`config.mk`:
```
export PLATFORM = sky130hd
export DESIGN_NAME = video_frame_signature
export DESIGN_NICKNAME = d
export VERILOG_FILES = /design/src/rtl/video_frame_signature.sv
export SDC_FILE = /design/constraint.sdc
export NUM_CORES = 1
export LEC_CHECK = 0
export ABC_AREA = 0
export BUFFER_PORTS_ARGS = -buffer_cell sky130_fd_sc_hd__buf_2
export CAP_MARGIN = 30
export CORE_ASPECT_RATIO = 1.75
export CORE_MARGIN = 4
export CORE_UTILIZATION = 55
export CTS_CLUSTER_SIZE = 14
export DETAILED_ROUTE_END_ITERATION = 12
export GPL_ROUTABILITY_DRIVEN = 0
export PLACE_DENSITY = 0.86
export SLEW_MARGIN = 10
export SYNTH_ARGS = -nofsm -noshare
export SYNTH_HDL_FRONTEND = slang
export SYNTH_SLANG_ARGS = --single-unit
```
`constraint.sdc`:
```
create_clock -name pixel_clk -period 2.45 [get_ports pixel_clk]
set_input_delay 0.245 -clock pixel_clk [delete_from_list [all_inputs] [get_ports pixel_clk]]
set_output_delay 0.245 -clock pixel_clk [all_outputs]
set_load 0.05 [all_outputs]
```
`src/rtl/video_frame_signature.sv`:
```
// -----------------------------------------------------------------------------
// video_frame_signature
//
// Pixel-stream monitor on the pixel_clk domain. Once armed, it waits for the
// start of a frame (vsync leading edge). It then folds FRAMES whole frames into
// a 32-bit rotate-XOR signature and counts active pixels and active lines.
// The results are published together with a one-cycle done pulse.
//
// Optional feature (compile-time macro COORD_CHECK_EN):
//   When defined, the monitor keeps its own expected x/y position. It flags any
//   active pixel whose drawX/drawY disagree with that position (coord_err).
//   When undefined, drawX/drawY are ignored and coord_err is tied low.
//
// Ports
//   pixel_clk   in   1        pixel clock
//   arstn       in   1        synchronous, active-low reset
//   arm         in   1        start request (honoured in IDLE or DONE only)
//   pixel_vde   in   1        active-video enable
//   pixel_vs    in   1        vertical sync (active level = VS_POL)
//   pixel_rgb   in   PIX_W    packed pixel word {ch[NUM_CH-1],...,ch[0]}
//   drawX       in   COORD_W  current column
//   drawY       in   COORD_W  current row
//   busy        out  1        waiting for vsync or capturing
//   done        out  1        one-cycle pulse when results update
//   frame_sig   out  32       signature of the last completed capture
//   pix_count   out  32       active-pixel cycles in the last capture
//   line_count  out  16       vde falling edges in the last capture
//   size_err    out  1        pix_count != FRAMES*H_ACTIVE*V_ACTIVE
//   coord_err   out  1        coordinate mismatch seen during the last capture
// -----------------------------------------------------------------------------
module video_frame_signature #(
    parameter int       NUM_CH   = 3,
    parameter int       CH_W     = 4,
    parameter int       H_ACTIVE = 640,
    parameter int       V_ACTIVE = 480,
    parameter int       COORD_W  = 10,
    parameter int       FRAMES   = 1,
    parameter logic     VS_POL   = 1'b0
) (
    input  logic                     pixel_clk,
    input  logic                     arstn,
    input  logic                     arm,
    input  logic                     pixel_vde,
    input  logic                     pixel_vs,
    input  logic [NUM_CH*CH_W-1:0]   pixel_rgb,
    input  logic [COORD_W-1:0]       drawX,
    input  logic [COORD_W-1:0]       drawY,
    output logic                     busy,
    output logic                     done,
    output logic [31:0]              frame_sig,
    output logic [31:0]              pix_count,
    output logic [15:0]              line_count,
    output logic                     size_err,
    output logic                     coord_err
);

    localparam logic [31:0] EXP_PIX  = 32'(FRAMES * H_ACTIVE * V_ACTIVE);
    localparam logic [7:0]  FRAMES_C = 8'(FRAMES);

    localparam logic [1:0] ST_IDLE    = 2'd0;
    localparam logic [1:0] ST_WAIT_VS = 2'd1;
    localparam logic [1:0] ST_CAPTURE = 2'd2;
    localparam logic [1:0] ST_DONE    = 2'd3;

    logic [1:0]  r_state;
    logic [1:0]  w_state_next;
    logic        r_vs_q;
    logic        r_vde_q;
    logic [31:0] r_sig_acc;
    logic [31:0] r_pix_acc;
    logic [15:0] r_line_acc;
    logic [7:0]  r_frm_cnt;
    logic        r_busy;
    logic        r_done;
    logic [31:0] r_frame_sig;
    logic [31:0] r_pix_count;
    logic [15:0] r_line_count;
    logic        r_size_err;

    logic        w_vs_edge;
    logic        w_line_end;
    logic [31:0] w_sig_next;
    logic [31:0] w_pix_next;
    logic [15:0] w_line_next;
    logic [7:0]  w_frm_next;
    logic        w_close;

    // Leading edge of vsync, seen in the same cycle the input changes.
    assign w_vs_edge  = (pixel_vs == VS_POL) && (r_vs_q != VS_POL);
    assign w_line_end = r_vde_q && !pixel_vde;

    // Next-value views of the accumulators. Using them when the capture closes
    // folds a pixel or line end that coincides with the closing vsync edge.
    assign w_sig_next  = pixel_vde ? ({r_sig_acc[30:0], r_sig_acc[31]} ^ 32'(pixel_rgb))
                                   : r_sig_acc;
    assign w_pix_next  = pixel_vde ? (r_pix_acc + 32'd1) : r_pix_acc;
    assign w_line_next = (w_line_end && (r_line_acc != 16'hFFFF)) ? (r_line_acc + 16'd1)
                                                                 : r_line_acc;
    assign w_frm_next  = r_frm_cnt + 8'd1;
    assign w_close     = (r_state == ST_CAPTURE) && w_vs_edge && (w_frm_next == FRAMES_C);

    always_comb begin
        w_state_next = r_state;
        case (r_state)
            ST_IDLE:    if (arm)       w_state_next = ST_WAIT_VS;
            ST_WAIT_VS: if (w_vs_edge) w_state_next = ST_CAPTURE;
            ST_CAPTURE: if (w_close)   w_state_next = ST_DONE;
            default:    if (arm)       w_state_next = ST_WAIT_VS;
        endcase
    end

    always_ff @(posedge pixel_clk) begin
        if (!arstn) begin
            r_state      <= ST_IDLE;
            r_vs_q       <= ~VS_POL;
            r_vde_q      <= 1'b0;
            r_sig_acc    <= 32'd0;
            r_pix_acc    <= 32'd0;
            r_line_acc   <= 16'd0;
            r_frm_cnt    <= 8'd0;
            r_busy       <= 1'b0;
            r_done       <= 1'b0;
            r_frame_sig  <= 32'd0;
            r_pix_count  <= 32'd0;
            r_line_count <= 16'd0;
            r_size_err   <= 1'b0;
        end else begin
            r_vs_q  <= pixel_vs;
            r_vde_q <= pixel_vde;
            r_state <= w_state_next;
            r_busy  <= (w_state_next == ST_WAIT_VS) || (w_state_next == ST_CAPTURE);
            r_done  <= w_close;

            if (r_state == ST_WAIT_VS && w_vs_edge) begin
                r_sig_acc  <= 32'd0;
                r_pix_acc  <= 32'd0;
                r_line_acc <= 16'd0;
                r_frm_cnt  <= 8'd0;
            end else if (r_state == ST_CAPTURE) begin
                r_sig_acc  <= w_sig_next;
                r_pix_acc  <= w_pix_next;
                r_line_acc <= w_line_next;
                if (w_vs_edge) begin
                    r_frm_cnt <= w_frm_next;
                end
            end

            if (w_close) begin
                r_frame_sig  <= w_sig_next;
                r_pix_count  <= w_pix_next;
                r_line_count <= w_line_next;
                r_size_err   <= (w_pix_next != EXP_PIX);
            end
        end
    end

    assign busy       = r_busy;
    assign done       = r_done;
    assign frame_sig  = r_frame_sig;
    assign pix_count  = r_pix_count;
    assign line_count = r_line_count;
    assign size_err   = r_size_err;

`ifdef COORD_CHECK_EN
    localparam logic [COORD_W-1:0] ONE_C = COORD_W'(1);

    logic [COORD_W-1:0] r_x;
    logic [COORD_W-1:0] r_y;
    logic               r_coord_err_acc;
    logic               r_coord_err;
    logic               w_coord_bad;

    assign w_coord_bad = pixel_vde && ((drawX != r_x) || (drawY != r_y));

    always_ff @(posedge pixel_clk) begin
        if (!arstn) begin
            r_x             <= '0;
            r_y             <= '0;
            r_coord_err_acc <= 1'b0;
            r_coord_err     <= 1'b0;
        end else begin
            if (r_state == ST_WAIT_VS && w_vs_edge) begin
                r_x             <= '0;
                r_y             <= '0;
                r_coord_err_acc <= 1'b0;
            end else if (r_state == ST_CAPTURE) begin
                if (w_coord_bad) begin
                    r_coord_err_acc <= 1'b1;
                end
                if (pixel_vde) begin
                    r_x <= r_x + ONE_C;
                end else if (w_line_end) begin
                    r_x <= '0;
                    r_y <= r_y + ONE_C;
                end
                // A new frame restarts the row count even if a line ends now.
                if (w_vs_edge) begin
                    r_y <= '0;
                end
            end
            if (w_close) begin
                r_coord_err <= r_coord_err_acc | w_coord_bad;
            end
        end
    end

    assign coord_err = r_coord_err;
`else
    logic w_unused_coords;
    assign w_unused_coords = ^{drawX, drawY};
    assign coord_err       = 1'b0;
`endif

endmodule
```
# Word-level counts from Yosys, hierarchy flattened

Index checks and enable logic that the tools add are counted.

$add $sub $neg: 3
Equality and inequality tests: 7
Mux-type cells: 7
Bitwise logic cells: 3
Reduce and logical (&&, ||, !) cells: 10

Operators with widths:

| cell                                             | number |
|---|---|
| 2-to-1 mux 32 bit                                | 2 |
| adder 32 x 1 -> 32 bit (second input constant)   | 1 |
| != test 32 x 19 -> 1 bit (second input constant) | 1 |
| bitwise XOR 32 x 12 -> 32 bit                    | 1 |
| adder 16 x 1 -> 16 bit (second input constant)   | 1 |
| 2-to-1 mux 16 bit                                | 1 |
| != test 16 bit (second input constant)           | 1 |
| adder 8 x 1 -> 8 bit (second input constant)     | 1 |
| == test 8 x 1 -> 1 bit (second input constant)   | 1 |
| logical AND 1 bit                                | 6 |
| 2-to-1 mux 2 bit                                 | 3 |
| == test 2 x 1 -> 1 bit (second input constant)   | 2 |
| == test 2 bit (second input constant)            | 2 |
| one-hot mux 2 bit (2 select lines)               | 1 |
| NOT 1 bit                                        | 2 |
| AND reduction 2 bit                              | 1 |
| OR reduction 2 bit                               | 1 |
| zero test 1 bit                                  | 1 |
| logical OR 1 bit                                 | 1 |

Flip-flop bits (word level): 175
Input port bits: 37

# Longest topological paths before layout

Depth after elaboration: 8
Gate-level depth with buffers: 11
Mapped depth without buffers: 8

# Least setup slack after synthesis

OpenSTA, ideal clock, no wires.

Path type: register -> register
Start: register r_pix_acc[1]
End: register r_size_err, in the netlist size_err
Library setup time: 0.129 ns
Arrival: 2.027 ns
Slack: 0.294 ns
Cell stages (with the launch flop): 10
Buffers on the path: 1
Cells stage by stage: dfxtp_1 -> ha_1 -> nand3_1 -> nor4_4 -> and2_4 -> buf_8 -> xnor2_1 -> nor4_1 -> and4_1 -> a31oi_1

Cells in the longest elaborated chain, start to end: 3

Ends and longest elaborated chain:

| item                       | RTL line | source |
|---|---|---|
| from (decl)                | 70       | `logic [31:0] r_pix_acc;` |
| from (signal assigned)     | 141      | `r_pix_acc <= w_pix_next;` |
| adder 32 x 1 -> 32 bit     | 96       | `assign w_pix_next = pixel_vde ? (r_pix_acc + 32'd1) : r_pix_acc;` |
| 2-to-1 mux 32 bit *        | 96       |  |
| != test 32 x 19 -> 1 bit * | 152      | `r_size_err <= (w_pix_next != EXP_PIX);` |
| to (signal assigned)       | 152      |  |
| to (decl)                  | 78       | `logic r_size_err;` |

Every way passes the cells marked *; elsewhere a longest branch is shown, timed or not.
A chain may end at the register's enable or synchronous reset.

# Worst setup path in the final report

Start: register r_pix_acc[2]
End: register r_size_err, in the netlist size_err

Same word-level chain as after synthesis.

==> flow_metrics.py <==
metrics = {
    "die": {
        "die_w_um": 101,
        "coreArea_um2": 14900,
        "dieArea_um2": 17300,
        "fp.dieH_um": 171,
        "num_rows": 59,
        "num_io_pins": 121,
        "start_util_pct": 56.0,
    },
    "worst_setup_path": {
        "cp_cell_sequence": "and4_1 -> and3_1 -> a31oi_1 -> or3_1 -> nor4_1 -> and4_1 -> a31oi_1",
        "crit_required_ps": 2750,
        "cp_max_fo": 9,
        "r2r_slack_ps": 190,
        "worstPathArrival_ps": 2560,
        "startpoint_type": "flip-flop",
        "path_class": "flip-flop to flip-flop",
        "end_kind": "flip-flop",
        "max_stage_delay_ps": 520,
        "critical_path.top_delay_family": "simple AND/OR/NAND/NOR gates",
        "cp.buffers_inverters": 0,
        "crit_path_top_delay_cell": "dfxtp_1",
    },
    "timing": {
        "rsz0062_at_grt": "false",
        "setup_viol": 0,
        "clock-skew-final_ps": 9.06,
        "finalCritPeriodShare_pct": 92.2,
        "slew_headroom_pct": 54.2,
        "holdWs_ps": 17.5,
        "fmax_mhz": 443,
        "drv_slew": 0,
        "fin_setup_tns_ps": 0,
        "hold_viol": 0,
        "fin_ws_ps": 190,
        "tightest_slew_ps": 688,
        "period_minus_slack_ps": 2260,
    },
    "finish": {
        "n_antenna_cell": 0,
        "syn_to_final_growth_pct": 14.2,
        "utilization_pct": 63.9,
        "drive_above_1_share_pct": 17.7,
        "final_nets": 1071,
        "post-route-cell-area_um2": 9530,
        "final_cells": 1224,
    },
    "route": {
        "ant_nets": 0,
        "drc_errors": 0,
        "num_vias": 6748,
        "drt_first_pass_iters": 5,
        "drt_iter0_markers": 246,
        "avgViaCountPerCell": 5.51,
        "wirelength_um": 18300,
        "wl_per_cell_um": 14.9,
    },
    "placed_design": {
        "io_buffer_count": 99,
        "hpwl_um": 12100,
        "dp_slack_ps": 199,
        "place_area_um2": 8910,
        "dpl.cell_count": 1192,
    },
    "yosys": {
        "yosysSeqAreaShare_pct": 42.0,
        "ys.flop_type": "dfxtp_1",
        "synth_top_area_share_pct": 42.0,
        "synth_warnings": 0,
        "syn-num-nets": 1011,
        "synthArstFlopShare_pct": 0,
        "syn_inst": 968,
        "ys_seq_elements": 175,
        "synth_edf_count": 0,
        "synth_cell_types": 61,
        "avgSynthCellArea_um2": 8.63,
        "synth_area_leader_cell": "dfxtp_1",
        "syn_area_um2": 8350,
        "synth_area_leaders": "dfxtp_1 42%, nor2_1 7.7%, xor2_1 7.4%, mux2i_1 5.8%, a211oi_1 5.6%",
    },
    "outcome": {
        "status": "completed",
    },
    "grt": {
        "grt_max_degree": 123,
        "grt_pass1_wl_um": 31200,
        "track_usage_pct": 21.9,
        "antenna_found_initial": 0,
        "grt-ovfl-total": 0,
        "grt_pass1_vias": 6719,
    },
    "cts": {
        "cts_root_buffer": "clkbuf_16",
        "post-cts-setup-buffer-count": 0,
        "cts_tree": "yes",
        "clkSlewWorstSetupHoldPaths_ps": 70,
        "cts_buffers": 17,
        "clock_latency_ps": 430,
        "cts_sinks": 175,
        "cts.path.max_buffers": 2,
        "cts_max_level": 4,
    },
    "power_and_ir_drop": {
        "power.total_mw": 6.47,
        "cellPowerDensity_nw_per_um2": 679,
        "vdd_ir_drop_max_uv": 467,
        "p_leak_nw": 3.59,
    },
    "run": {
        "drv_cap": 0,
    },
    "hold_path": {
        "hp-class": "input port to flip-flop",
    },
}
power by group:
group	total [mW]	internal (mW)	leakage, nW	switching [mW]
registers	2.95	2.91	1.41	0.0395
logic	0.650	0.180	1.88	0.470
clock network	2.87	1.68	0.298	1.19
sequential cells by signal, indices dropped and copies added, names as in the netlist, 2 cells and up:
name,cells
r_frm_cnt,8
pix_count,32
r_line_acc,16
r_state,2
frame_sig,32
r_sig_acc,32
r_pix_acc,32
line_count,16
layer usage:
| layer | GRT usage [%] | vias to the layer above | part of all wire (%) |
|---|---|---|---|
| met4 | 8.97 | 0 | 2.1 |
| li1 | - | 3393 | - |
| met3 | 4.20 | 30 | 4.0 |
| met1 | 25.2 | 3188 | 40 |
| met2 | 39.0 | 137 | 54 |
| met5 | 0 | - | 0 |
path summary, 6_finish.rpt:
path / end / startpoint / cells after the start
max reg2reg: size_err$_SDFFE_PN0P_ / r_pix_acc[2]$_SDFFE_PP0P_ / 7
min: r_vs_q$_SDFF_PN1_ / pixel_vs / 2
min reg2reg: r_sig_acc[19]$_SDFFE_PP0P_ / r_sig_acc[18]$_SDFFE_PP0P_ / 2
max: size_err$_SDFFE_PN0P_ / r_pix_acc[2]$_SDFFE_PP0P_ / 7
cell usage after synthesis, drive strengths merged (2+ instances only):
master   count
a21oi       44
or2          4
nand3       29
and2         9
a31oi        7
ha           6
a2111oi      3
clkbuf      42
and3        20
a211oi      63
nand2b       4
mux2i       48
o21ai       14
and4         9
nor4         6
buf         44
nor2       171
dfxtp      175
nand2       96
nor3         7
xor2        71
nand4       21
inv          8
xnor2       47
a311oi       2
or3          2
final cells by class:
class	count	area, µm²
clock buffer	19	453
inverter	8	30.0
sequential	175	3500
multi-input combinational	699	4410
timing repair buffer	127	743
clock inverter	13	170
fill	1239	5380
tap	183	229
what timing repair did:
action | CTS | global route
hold buffers | 0 | 0
resized for setup | 0 | 3
setup endpoints to repair | 0 | 2
layout by cell type (no fill, tap or decap), types with 7 or more instances in the layout:
cell type | Yosys | routed
dfxtp_1 | 175 | 175
nor2_1 | 171 | 171
buf_2 | 25 | 99
nand2_1 | 95 | 94
xor2_1 | 71 | 71
a211oi_1 | 62 | 62
mux2i_1 | 48 | 48
xnor2_1 | 47 | 47
a21oi_1 | 43 | 43
nand3_1 | 29 | 29
buf_4 | 6 | 25
and3_1 | 19 | 18
nand4_1 | 18 | 18
clkbuf_16 | 0 | 17
o21ai_0 | 14 | 13
and4_1 | 8 | 8
inv_1 | 7 | 7
a31oi_1 | 7 | 7
logic make-up (layout without fill, tap and decap cells):
| family | count (synthesis) | count (layout) | synth area share, % |
|---|---|---|---|
| flip-flops | 175 | 175 | 42.0 |
| AO/OA/AOI/OAI | 143 | 143 | 12.0 |
| AND/OR/NAND/NOR | 383 | 383 | 21.4 |
| other | 1 | 1 | 0.0449 |
| buffers and inverters | 94 | 167 | 5.47 |
| adder cells (fa/ha/maj) | 6 | 6 | 0.899 |
| XOR/XNOR | 118 | 118 | 12.4 |
| multiplexers | 48 | 48 | 5.75 |
Power figures use the tool's default switching activity.
